`src/rtl/mux_scan_sequencer_pkg.sv`:
```
// mux_scan_pkg: shared types and constants for the 4:1 mux scan sequencer.
//   state_t : sequencer states IDLE / SCAN / DONE
//   NUM_CH  : number of mux channels scanned
//   SEL_W   : width of the mux select (and channel index)
//   chan_t  : channel index type
package mux_scan_pkg;

  localparam int NUM_CH = 4;
  localparam int SEL_W  = 2;

  typedef logic [SEL_W-1:0] chan_t;

  typedef enum logic [1:0] {
    IDLE = 2'd0,
    SCAN = 2'd1,
    DONE = 2'd2
  } state_t;

  localparam chan_t LAST_CH = chan_t'(NUM_CH - 1);

endpackage

```
`src/rtl/mux_scan_sequencer_if.sv`:
```
// mux_scan_sequencer_if: bundles the scan request, the mux feedback, the
// select lines and the scan results.
//   start   : scan request (into sequencer)
//   mux_out : output of the downstream 4:1 mux (into sequencer)
//   s1, s0  : mux select lines (from sequencer)
//   busy    : scan in progress, accept edge through DONE cycle
//   done    : one-cycle pulse, snapshot complete
//   sample  : per-channel captured mux_out values
//   glitch  : sticky pre-sample/sample mismatch (only with MUX_SCAN_DEGLITCH_EN)
// Modports: master = sequencer side, slave = requester / mux side.
interface mux_scan_sequencer_if;
  import mux_scan_pkg::*;

  logic              start;
  logic              mux_out;
  logic              s1;
  logic              s0;
  logic              busy;
  logic              done;
  logic [NUM_CH-1:0] sample;
`ifdef MUX_SCAN_DEGLITCH_EN
  logic              glitch;

  modport master (input start, input mux_out,
                  output s1, output s0, output busy, output done,
                  output sample, output glitch);
  modport slave  (output start, output mux_out,
                  input s1, input s0, input busy, input done,
                  input sample, input glitch);
`else
  modport master (input start, input mux_out,
                  output s1, output s0, output busy, output done,
                  output sample);
  modport slave  (output start, output mux_out,
                  input s1, input s0, input busy, input done,
                  input sample);
`endif

endinterface

```
`src/rtl/mux_scan_sequencer_timer.sv`:
```
// mux_scan_timer: loadable 4-bit down-counter timing the settle interval of
// each channel. Load has priority over enable; the count saturates at zero.
//   clk, rst : clock, asynchronous active-high reset
//   load     : load load_val
//   load_val : reload value
//   en       : decrement while non-zero
//   zero     : count is zero
//   count    : current count value
module mux_scan_timer (
  input  logic       clk,
  input  logic       rst,
  input  logic       load,
  input  logic [3:0] load_val,
  input  logic       en,
  output logic       zero,
  output logic [3:0] count
);

  logic [3:0] cnt_r;

  // down-counter with load priority and saturation at zero
  always_ff @(posedge clk or posedge rst) begin
    if (rst) begin
      cnt_r <= 4'd0;
    end else if (load) begin
      cnt_r <= load_val;
    end else if (en && (cnt_r != 4'd0)) begin
      cnt_r <= cnt_r - 4'd1;
    end else begin
      cnt_r <= cnt_r;
    end
  end

  assign zero  = (cnt_r == 4'd0);
  assign count = cnt_r;

endmodule

```
`src/rtl/mux_scan_sequencer.sv`:
```
// mux_scan_sequencer: steps the 4:1 mux select through channels 0..3, holds
// each for SETTLE+1 cycles, captures mux_out into sample[channel] at the end
// of each hold and pulses done once the 4-bit snapshot is complete.
//   clk : clock, rising edge
//   rst : asynchronous active-high reset
//   bus : mux_scan_sequencer_if.master (start, mux_out, s1, s0, busy, done,
//         sample, and glitch when MUX_SCAN_DEGLITCH_EN is defined)
// Parameter SETTLE (0..15): extra hold cycles per channel.
// Optional macro MUX_SCAN_DEGLITCH_EN adds a pre-sample one cycle before each
// capture and a sticky glitch flag; it requires SETTLE >= 1.
module mux_scan_sequencer
  import mux_scan_pkg::*;
#(
  parameter int SETTLE = 1
) (
  input  logic                  clk,
  input  logic                  rst,
  mux_scan_sequencer_if.master  bus
);

  if ((SETTLE < 0) || (SETTLE > 15)) begin : g_settle_range
    $error("mux_scan_sequencer: SETTLE must be within 0..15");
  end

  localparam logic [3:0] SETTLE_V = 4'(SETTLE);

  state_t            state_r;
  chan_t             chan_r;
  chan_t             sel_r;
  logic              busy_r;
  logic              done_r;
  logic [NUM_CH-1:0] sample_r;

  logic              accept_s;
  logic              last_s;
  logic              tmr_load_s;
  logic              tmr_en_s;
  logic              tmr_zero_s;
  logic [3:0]        tmr_count_s;

  // start is only honoured in IDLE; the timer reloads on accept and on each
  // channel advance, and counts down only while scanning
  always_comb begin
    accept_s   = 1'b0;
    last_s     = (chan_r == LAST_CH);
    tmr_load_s = 1'b0;
    tmr_en_s   = 1'b0;
    if (state_r == IDLE) begin
      accept_s   = bus.start;
      tmr_load_s = bus.start;
    end else if (state_r == SCAN) begin
      tmr_en_s   = 1'b1;
      tmr_load_s = tmr_zero_s && !last_s;
    end else begin
      tmr_en_s   = 1'b0;
    end
  end

  mux_scan_timer u_timer (
    .clk      (clk),
    .rst      (rst),
    .load     (tmr_load_s),
    .load_val (SETTLE_V),
    .en       (tmr_en_s),
    .zero     (tmr_zero_s),
    .count    (tmr_count_s)
  );

  // scan state machine with registered select, busy, done and snapshot
  always_ff @(posedge clk or posedge rst) begin
    if (rst) begin
      state_r  <= IDLE;
      chan_r   <= '0;
      sel_r    <= '0;
      busy_r   <= 1'b0;
      done_r   <= 1'b0;
      sample_r <= '0;
    end else begin
      case (state_r)
        IDLE: begin
          done_r <= 1'b0;
          sel_r  <= '0;
          chan_r <= '0;
          if (accept_s) begin
            state_r <= SCAN;
            busy_r  <= 1'b1;
          end else begin
            busy_r  <= 1'b0;
          end
        end
        SCAN: begin
          if (tmr_zero_s) begin
            sample_r[chan_r] <= bus.mux_out;
            if (last_s) begin
              // select stays on the last channel through DONE
              state_r <= DONE;
              done_r  <= 1'b1;
            end else begin
              chan_r <= chan_r + 2'd1;
              sel_r  <= chan_r + 2'd1;
            end
          end else begin
            chan_r <= chan_r;
          end
        end
        DONE: begin
          state_r <= IDLE;
          done_r  <= 1'b0;
          busy_r  <= 1'b0;
          sel_r   <= '0;
          chan_r  <= '0;
        end
        default: begin
          state_r <= IDLE;
          chan_r  <= '0;
          sel_r   <= '0;
          busy_r  <= 1'b0;
          done_r  <= 1'b0;
        end
      endcase
    end
  end

  assign bus.s1     = sel_r[1];
  assign bus.s0     = sel_r[0];
  assign bus.busy   = busy_r;
  assign bus.done   = done_r;
  assign bus.sample = sample_r;

`ifdef MUX_SCAN_DEGLITCH_EN
  if (SETTLE == 0) begin : g_deglitch_settle
    $error("mux_scan_sequencer: MUX_SCAN_DEGLITCH_EN requires SETTLE >= 1");
  end

  logic pre_r;
  logic glitch_r;

  // pre-sample one cycle before capture; flag any change at capture, sticky
  // until the next accepted start
  always_ff @(posedge clk or posedge rst) begin
    if (rst) begin
      pre_r    <= 1'b0;
      glitch_r <= 1'b0;
    end else if (accept_s) begin
      pre_r    <= pre_r;
      glitch_r <= 1'b0;
    end else if (state_r == SCAN) begin
      if (tmr_count_s == 4'd1) begin
        pre_r <= bus.mux_out;
      end else begin
        pre_r <= pre_r;
      end
      if (tmr_zero_s && (bus.mux_out != pre_r)) begin
        glitch_r <= 1'b1;
      end else begin
        glitch_r <= glitch_r;
      end
    end else begin
      pre_r    <= pre_r;
      glitch_r <= glitch_r;
    end
  end

  assign bus.glitch = glitch_r;
`endif

endmodule

```
`src/flat_wrapper.sv`:
```
// flat-port wrapper written by rule: the top's interface ports become plain ports
module mux_scan_sequencer_flat import mux_scan_pkg::*;
#(
  parameter int SETTLE = 1
)
  (clk, rst, bus_start, bus_mux_out, bus_s1, bus_s0, bus_busy, bus_done, bus_sample);
  mux_scan_sequencer_if bus_i ();
  input  logic clk;
  input  logic rst;
  input wire logic [$bits(bus_i.start)-1:0] bus_start;
  input wire logic [$bits(bus_i.mux_out)-1:0] bus_mux_out;
  output wire logic [$bits(bus_i.s1)-1:0] bus_s1;
  output wire logic [$bits(bus_i.s0)-1:0] bus_s0;
  output wire logic [$bits(bus_i.busy)-1:0] bus_busy;
  output wire logic [$bits(bus_i.done)-1:0] bus_done;
  output wire logic [$bits(bus_i.sample)-1:0] bus_sample;
  assign bus_i.start = bus_start;
  assign bus_i.mux_out = bus_mux_out;
  assign bus_s1 = bus_i.s1;
  assign bus_s0 = bus_i.s0;
  assign bus_busy = bus_i.busy;
  assign bus_done = bus_i.done;
  assign bus_sample = bus_i.sample;
  mux_scan_sequencer #(.SETTLE(SETTLE)) u_core (.clk(clk), .rst(rst), .bus(bus_i));
endmodule
```
`config.mk`:
```
export PLATFORM = sky130hd
export DESIGN_NAME = mux_scan_sequencer_flat
export DESIGN_NICKNAME = d
export VERILOG_FILES = /design/src/rtl/mux_scan_sequencer_pkg.sv /design/src/rtl/mux_scan_sequencer_if.sv /design/src/rtl/mux_scan_sequencer_timer.sv /design/src/rtl/mux_scan_sequencer.sv /design/src/flat_wrapper.sv
export SDC_FILE = /design/constraint.sdc
export NUM_CORES = 1
export LEC_CHECK = 0
export CORE_MARGIN = 2
export CORE_UTILIZATION = 30
export DETAILED_ROUTE_END_ITERATION = 6
export SYNTH_ARGS = -nofsm -noshare
export SYNTH_HDL_FRONTEND = slang
export SYNTH_SLANG_ARGS = --single-unit
```
`constraint.sdc`:
```
create_clock -name clk -period 2.2 [get_ports clk]
set_clock_uncertainty 0.15 [all_clocks]
set_input_delay 0.22 -clock clk [delete_from_list [all_inputs] [get_ports clk]]
set_output_delay 0.22 -clock clk [all_outputs]
set_load 0.01 [all_outputs]
```
# Yosys cells after proc, flatten, opt, wreduce, memory -nomap -nowiden
# Cells that the tools add are included.
# word_totals
register_bits	14
# op_classes
addsub	2
magnitude_cmp	2
n_eq_ne	6
muxes	22
n_reduce_logical	12
# op_table
op	count
$mux W2	6
$mux W1	10
$mux W4	2
$ne A2 B1 Y1 const B	3
$reduce_and A2 Y1	3
$bwmux W4	1
$logic_not A4 Y1	1
$pmux W2 S2	1
$reduce_bool A4 Y1	1
$sub A4 B1 Y4 const B	1
$logic_and A1 B1 Y1	3
$lt A2 B3 Y1 const B	1
$reduce_and A3 Y1	1
$add A2 B1 Y2 const B	1
$demux W1 S2	1
$eq A2 B1 Y1 const B	1
$eq A2 B2 Y1 const B	1
$ge A2 B1 Y1 const B	1
$logic_not A2 Y1	1
$ne A2 B2 Y1 const B	1
$pmux W1 S2	1
$reduce_bool A2 Y1	1
$logic_not A1 Y1	1

# Depth between registers and ports, before layout
# Gate-level depths: netlist of run 1.
# logic_depth
ltp_word	6
mapped_depth	5

# By module
# From an unflattened synthesis of run 1, not the netlist that was laid out.
# unflattened
cells_unflattened	72
hier_area_um2	740.7
# by_module_without_submodules
mod	n_inst	cells_each	area_per_inst_um2
mux_scan_sequencer	1	44	479.2
mux_scan_timer	1	28	261.5

# Least setup slack after synthesis of run 1
# No wires, ideal clock.
# synth_timing
path_kind	flip-flop to flip-flop
start	register u_core.u_timer.cnt_r[0] (netlist: u_core.u_timer.count[0])
end	register u_core.sample_r[3] (netlist: u_core.bus.sample[3])
arrival_time_ns	1.474
required_ns	1.923
slack_ns	0.449
path_stages_with_launch	6
synth_period_minus_slack_ns	1.751
path_cell_list	dfrtp_1 > inv_1 > ha_1 > nor3b_2 > and3_4 > mux2_1
# synth_between
elab_chain_cells	2
# synth_lines
element	line	text
start, declared	mux_scan_sequencer_timer.sv:19	logic [3:0] cnt_r;
start signal, assigned	mux_scan_sequencer_timer.sv:26	cnt_r <= load_val;
start signal, assigned	mux_scan_sequencer_timer.sv:28	cnt_r <= cnt_r - 4'd1;
start signal, assigned	mux_scan_sequencer_timer.sv:30	cnt_r <= cnt_r;
$logic_not A4 Y1	mux_scan_sequencer_timer.sv:34	assign zero = (cnt_r == 4'd0);
$reduce_and A2 Y1 (no source line)	--	
end signal, assigned by index	mux_scan_sequencer.sv:93	sample_r[chan_r] <= bus.mux_out;
end, declared	mux_scan_sequencer.sv:32	logic [NUM_CH-1:0] sample_r;
# No other way between the ends.
# A chain may end at the register's enable or synchronous reset.

# Final worst setup path of run 1
# Ends and elaborated chain as after synthesis.

==> results of run 1 <==
cells in the mapped netlist:
master / instances
dfrtp_1: 14
inv_1: 7
ha_1: 6
nand3_1: 5
a21oi_1: 4
mux2_1: 4
nor2_1: 3
nor3_1: 3
a21o_1: 2
o21ai_0: 2
and3_4: 1
buf_6: 1
clkinvlp_2: 1
nand2_1: 1
nand2b_4: 1
nand4bb_1: 1
nor2b_1: 1
nor2b_4: 1
nor3b_1: 1
nor3b_2: 1
nor4b_2: 1
o211ai_1: 1
o31ai_1: 1
or4_1: 1
xnor2_1: 1
per-layer routing:
layer	up-vias	part of all wire, %
met1	255	50
met5	-	0
met2	14	41
met3	4	6.9
li1	252	-
met4	0	2.0
power by group:
group | internal [uW] | total (uW) | switching, uW
clock | 63.5 | 139 | 75.8
combinational | 288 | 535 | 247
sequential | 365 | 460 | 94.8
total | 717 | 1130 | 418
worst min path at each step:
stage                         start                    to  slack, ns  depth (start not counted)
detailed placement  u_core.bus.busy       u_core.bus.busy       0.32                          1
finish                          rst     u_core.state_r[0]       0.13                          2
global placement    u_core.bus.busy       u_core.bus.busy       0.31                          1
global route                    rst  u_core.bus.sample[0]       0.19                          2
floorplan                       rst       u_core.bus.busy      -0.04                          1
CTS                             rst       u_core.bus.busy       0.14                          2
worst register-to-register path, cell delays in order, from the launching register on:
cell     delay, ns
dfrtp_1       0.38
inv_1         0.12
ha_1          0.22
nor3b_2       0.38
and3_4        0.25
mux2_1        0.31
cell usage in the layout (no fill, tap or decap), types with 2 or more instances in the layout:
cell | netlist | final
a21o_1 | 2 | 2
a21oi_1 | 4 | 4
clkbuf_4 | 0 | 3
clkdlybuf4s50_1 | 0 | 11
dfrtp_1 | 14 | 14
ha_1 | 6 | 6
inv_1 | 7 | 7
mux2_1 | 4 | 4
nand3_1 | 5 | 5
nor2_1 | 3 | 3
nor3_1 | 3 | 3
o21ai_0 | 2 | 2
registers in the layout, summed over array words and instances (netlist names):
name	count
u_core.state_r	2
u_core.bus.sample	4
u_core.chan_r	2
u_core.bus.done	1
u_core.bus.busy	1
u_core.u_timer.count	4
final cells by class:
| type | count | area share, % |
|---|---|---|
| clock buffers | 3 | 2.525 |
| inverters | 8 | 3.506 |
| repair buffers | 11 | 12.34 |
| well taps | 28 | 3.927 |
| multi-input cells | 42 | 38.43 |
| flip-flops and latches | 14 | 39.27 |
stage by stage:
| step | worst slack [ns] | cell area, sq um | utilization (%) |
|---|---|---|---|
| final | 0.2887 | 892.1 | 39.20 |
| after global routing | 0.1706 | 892.1 | 39.20 |
| after CTS | 0.2736 | 892.1 | 39.20 |
| after detailed placement | 0.2792 | 869.6 | 38.21 |
| after global placement | 0.3741 | 869.6 | 38.21 |
| after floorplan | 0.4490 | 735.7 | - |
logic make-up (layout without fill, tap and decap cells):
| logic type | count (synthesis) | in the layout | synth area share (%) |
|---|---|---|---|
| and+or+nand+nor | 21 | 21 | 20.92 |
| DFF | 14 | 14 | 47.62 |
| AOI/OAI and AO/OA | 10 | 10 | 8.164 |
| buffers and inverters | 9 | 22 | 5.782 |
| adders and majority gates | 6 | 6 | 10.20 |
| muxes | 4 | 4 | 6.122 |
| xor gates and xnor gates | 1 | 1 | 1.191 |
==> run summary, run 1 <==
outcome = completed
Hold Fails Final Rpt = 0
Fmax = 0.5232 GHz
global-route wire length before repair = 2339 um
maxcap violations = 0
area delta synth->final = 21.26%
hold_ws = 0.1258 ns
CTS Sinks = 14
reg2reg setup slack = 0.29 ns
final non-filler cell total = 106
largest area contributor in the netlist = dfrtp_1
clk root buf = clkbuf_4
Crit path depth = 5
layout cells sized above 1 = 11.54%
top-area cell type share of the netlist area = 47.62%
CP cell instances = inv_1 > ha_1 > nor3b_2 > and3_4 > mux2_1
startpoint types = flop
DR WL/cell = 12.48 um
routability cong. = 0.7682
Final Max Tran Viols = 0
Core Rows = 17
Max Root-Sink Buffers = 2
maximum number of pins on one net before global-route repair = 15
number of routed nets with antenna violations = 0
Setup TNS = 0 ns
Synth warnings = 0
Setup Fix Bufs, Post-CTS = 0
met2 Use GR = 15.64%
WP buf/inv = 1
Worst R2R Path Depth = 5
syn nets = 75
Leak Pwr = 0.0003979 uW
number of diodes = 0
Worst-path clk slew = 0.08 ns
CP peak stage delay = 0.38 ns
GRT met3 Usage = 5.650%
CP endpoint = u_core.bus.sample[3]
dpl hpwl = 1002 um
Mapped Area = 735.7 sq um
initial core utilization = 32.33%
Worst Path Required = 2.21 ns
Rel. slew slack = 64.42%
hold buffer count at cts = 0
final net count = 90
CTS tree = done
sequential area share after synthesis = 47.62%
GR Util All Layers = 11.74%
crit path max fanout = 6
global routing's busiest layer = met2
Num CTS Buffers = 3
worst-margin pin slew = 0.5331 ns
CP arrival = 1.93 ns
period utilization = 86.88%
Top delay family on crit path = simple AND/OR/NAND/NOR gates
CTS-repair resized insts = 0
CTS H-tree lvls = 1
Starting DRT DRC Count = 6
Pre-Repair DR Iteration Count = 4
VDD IR-drop max = 0.6773 mV
Min-Delay Path Class = input pin to asynchronous set/reset pin
DIE AREA = 2864 sq um
antenna violations before repair = 0
PwrDens = 1271 nW/um^2
RSZ-0062 raised after global routing = false
met1 usage in global routing = 15.32%
grt ovf = 0
number of global-route vias before repair = 512
Post-Syn Instances = 65
largest cells by area after synthesis = dfrtp_1, ha_1, mux2_1
Tmin final = 1.911 ns
Die W = 53.52 um
Fill cells = 215
drt total wl = 1323 um
number of buffers added on ports = 11
Clock Latency Late Sink = 0.27 ns
Critical Path End Type = flop
end of the worst register-to-register path = u_core.bus.sample[3]
Ports = 12
placed cell count = 103
total chip power = 1134 uW
FF+latch count, synth = 14
Reg-to-Reg Start = u_core.u_timer.count[0]
die height = 53.52 um
slowest CP cell = dfrtp_1
Syn Area/Cell = 11.32 sq um
Netlist cell types = 25
Setup Viol. Count Final = 0
FF/Latch Area = 350.3 sq um
critical path type = flop to flop
DR vias = 525
worst setup path start = u_core.u_timer.count[0]
DR DRC count = 0
Vias/cell = 4.953
multi-input combinational cell area = 342.8 sq um
Core ar. = 2276 sq um
No activity file was read; power rests on OpenSTA's default activity.
==> run 2, diff against run 1 <==
- SLEW_MARGIN: default -> 30
- clock period: 2.2 -> 1.85 ns (I/O delays scaled with it)
==> run summary, run 2 (synthesis results as in run 1) <==
CP arrival = 1.77 ns
Final Max Tran Viols = 0
worst setup path start = u_core.u_timer.count[0]
number of buffers added on ports = 11
combinational power share = 48.6%
Worst R2R Path Depth = 6
Net Switching = 519.2 uW
die height = 53.52 um
Leak Pwr = 0.0004097 uW
critical path type = flop to flop
Setup Fix Bufs, Post-CTS = 0
Vias/cell = 4.704
Seq pwr share = 39.6%
Max Root-Sink Buffers = 2
total chip power = 1407 uW
DR vias = 508
CP endpoint = u_core.bus.sample[0]
maximum number of pins on one net before global-route repair = 15
clk root buf = clkbuf_4
antenna violations before repair = 0
GR Util All Layers = 11.18%
dpl hpwl = 1008 um
hold buffer count at cts = 0
global-route wire length before repair = 2187 um
CTS tree = done
DR DRC count = 0
Clock Latency Late Sink = 0.27 ns
Core Rows = 17
VDD IR-drop max = 0.7132 mV
Pre-Repair DR Iteration Count = 3
Min-Delay Path Class = input pin to asynchronous set/reset pin
outcome = completed
Fill cells = 225
number of global-route vias before repair = 472
Worst-path clk slew = 0.08 ns
PwrDens = 1520 nW/um^2
clock power share = 11.8%
Starting DRT DRC Count = 2
Tmin final = 1.767 ns
Setup TNS = 0 ns
number of routed nets with antenna violations = 0
routability cong. = 0.7110
Critical Path End Type = flop
final net count = 92
most frequent cells in the layout = dfrtp_1, clkdlybuf4s50_1, inv_1, nand3_1, ha_1
area delta synth->final = 25.85%
layout cells sized above 1 = 15.00%
DIE AREA = 2864 sq um
Ports = 12
Die W = 53.52 um
grt ovf = 0
initial core utilization = 32.33%
maxcap violations = 0
worst-margin pin slew = 0.5438 ns
drt total wl = 1377 um
Reg-to-Reg Start = u_core.u_timer.count[0]
CTS H-tree lvls = 1
Core ar. = 2276 sq um
sw frac = 36.89%
RSZ-0062 raised after global routing = false
Hold Fails Final Rpt = 0
end of the worst register-to-register path = u_core.bus.sample[0]
DR WL/cell = 12.75 um
reg2reg setup slack = 0.08 ns
Num CTS Buffers = 3
Fmax = 0.5660 GHz
crit path max fanout = 5
startpoint types = flop
period utilization = 95.50%
P_int = 888.2 uW
commonest non-fill, non-tap cell in the layout = dfrtp_1
number of diodes = 0
Worst Path Required = 1.86 ns
Rel. slew slack = 63.71%
CTS Sinks = 14
Setup Viol. Count Final = 0
[run 2: how the worst min path moves through the flow]
stage	startpoint	endpoint	slack [ns]
after floorplan	rst	u_core.bus.busy	-0.08
after global placement	u_core.bus.busy	u_core.bus.busy	0.31
after detailed placement	u_core.bus.busy	u_core.bus.busy	0.33
after CTS	rst	u_core.bus.sample[3]	0.12
after global routing	rst	u_core.u_timer.count[3]	0.15
final	rst	u_core.bus.sample[1]	0.11
[run 2: cell type report]
cell class                      instances  area [sq um]  share of cell area [%]
Inverter                                8         31.28                   3.378
Timing Repair Buffer                   13         125.1                   13.51
Multi-Input combinational cell         42         361.6                   39.05
Tap cell                               28         35.03                   3.784
Sequential cell                        14         350.3                   37.84
Clock buffer                            3         22.52                   2.432
[run 2: metrics by stage]
| stage | util (%) | instances | setup slack, ns | cell area (sq um) | hold WS, ns |
|---|---|---|---|---|---|
| 2_1_floorplan | - | 65 | 0.09904 | 735.7 | -0.07578 |
| 3_3_place_gp | 38.87 | 105 | 0.1293 | 884.6 | 0.3118 |
| 5_1_grt | 40.68 | 108 | 0.007907 | 925.9 | 0.1543 |
| 6_report | 40.68 | 108 | 0.08328 | 925.9 | 0.1060 |
| 4_1_cts | 39.86 | 108 | 0.06830 | 907.1 | 0.1245 |
| 3_5_place_dp | 38.87 | 105 | 0.08659 | 884.6 | 0.3299 |
[run 2: worst max-delay path, stage by stage, from the launching register on]
cell     delay, ns
dfrtp_1       0.38
inv_1         0.16
ha_4          0.18
nor3b_4       0.20
buf_4         0.17
nand3_1       0.09
mux2_1        0.32
[run 2: power by group through the flow]
stage / combinational [uW] / clock [uW] / sequential (uW)
final: 684 / 166 / 557
after global routing: 761 / 188 / 572
after CTS: 657 / 178 / 549
after detailed placement: 654 / 0 / 552
after global placement: 645 / 0 / 547
after floorplan: 381 / 0 / 569
[run 2: what timing repair did]
| item | CTS | global route |
|---|---|---|
| endpoints found under the hold margin | 0 | 0 |
| resized for setup | 0 | 3 |
| setup endpoints to repair | 0 | 3 |
[run 2: metal layers]
metal	global-route usage [%]	part of all wire [%]	up-vias	wire length [um]
met3	5.932	4.3	2	59
met4	3.846	1.2	0	17
met5	0	0	-	0
met1	14.53	50	238	688
li1	-	-	256	-
met2	15.64	44	12	610
==> run 3, diff against run 2 <==
- CTS_CLUSTER_SIZE: default -> 8
- SLEW_MARGIN: 30 -> 5
==> results of run 3 <==
Same layout as run 2: the final DEF is identical, and so are final timing and power.
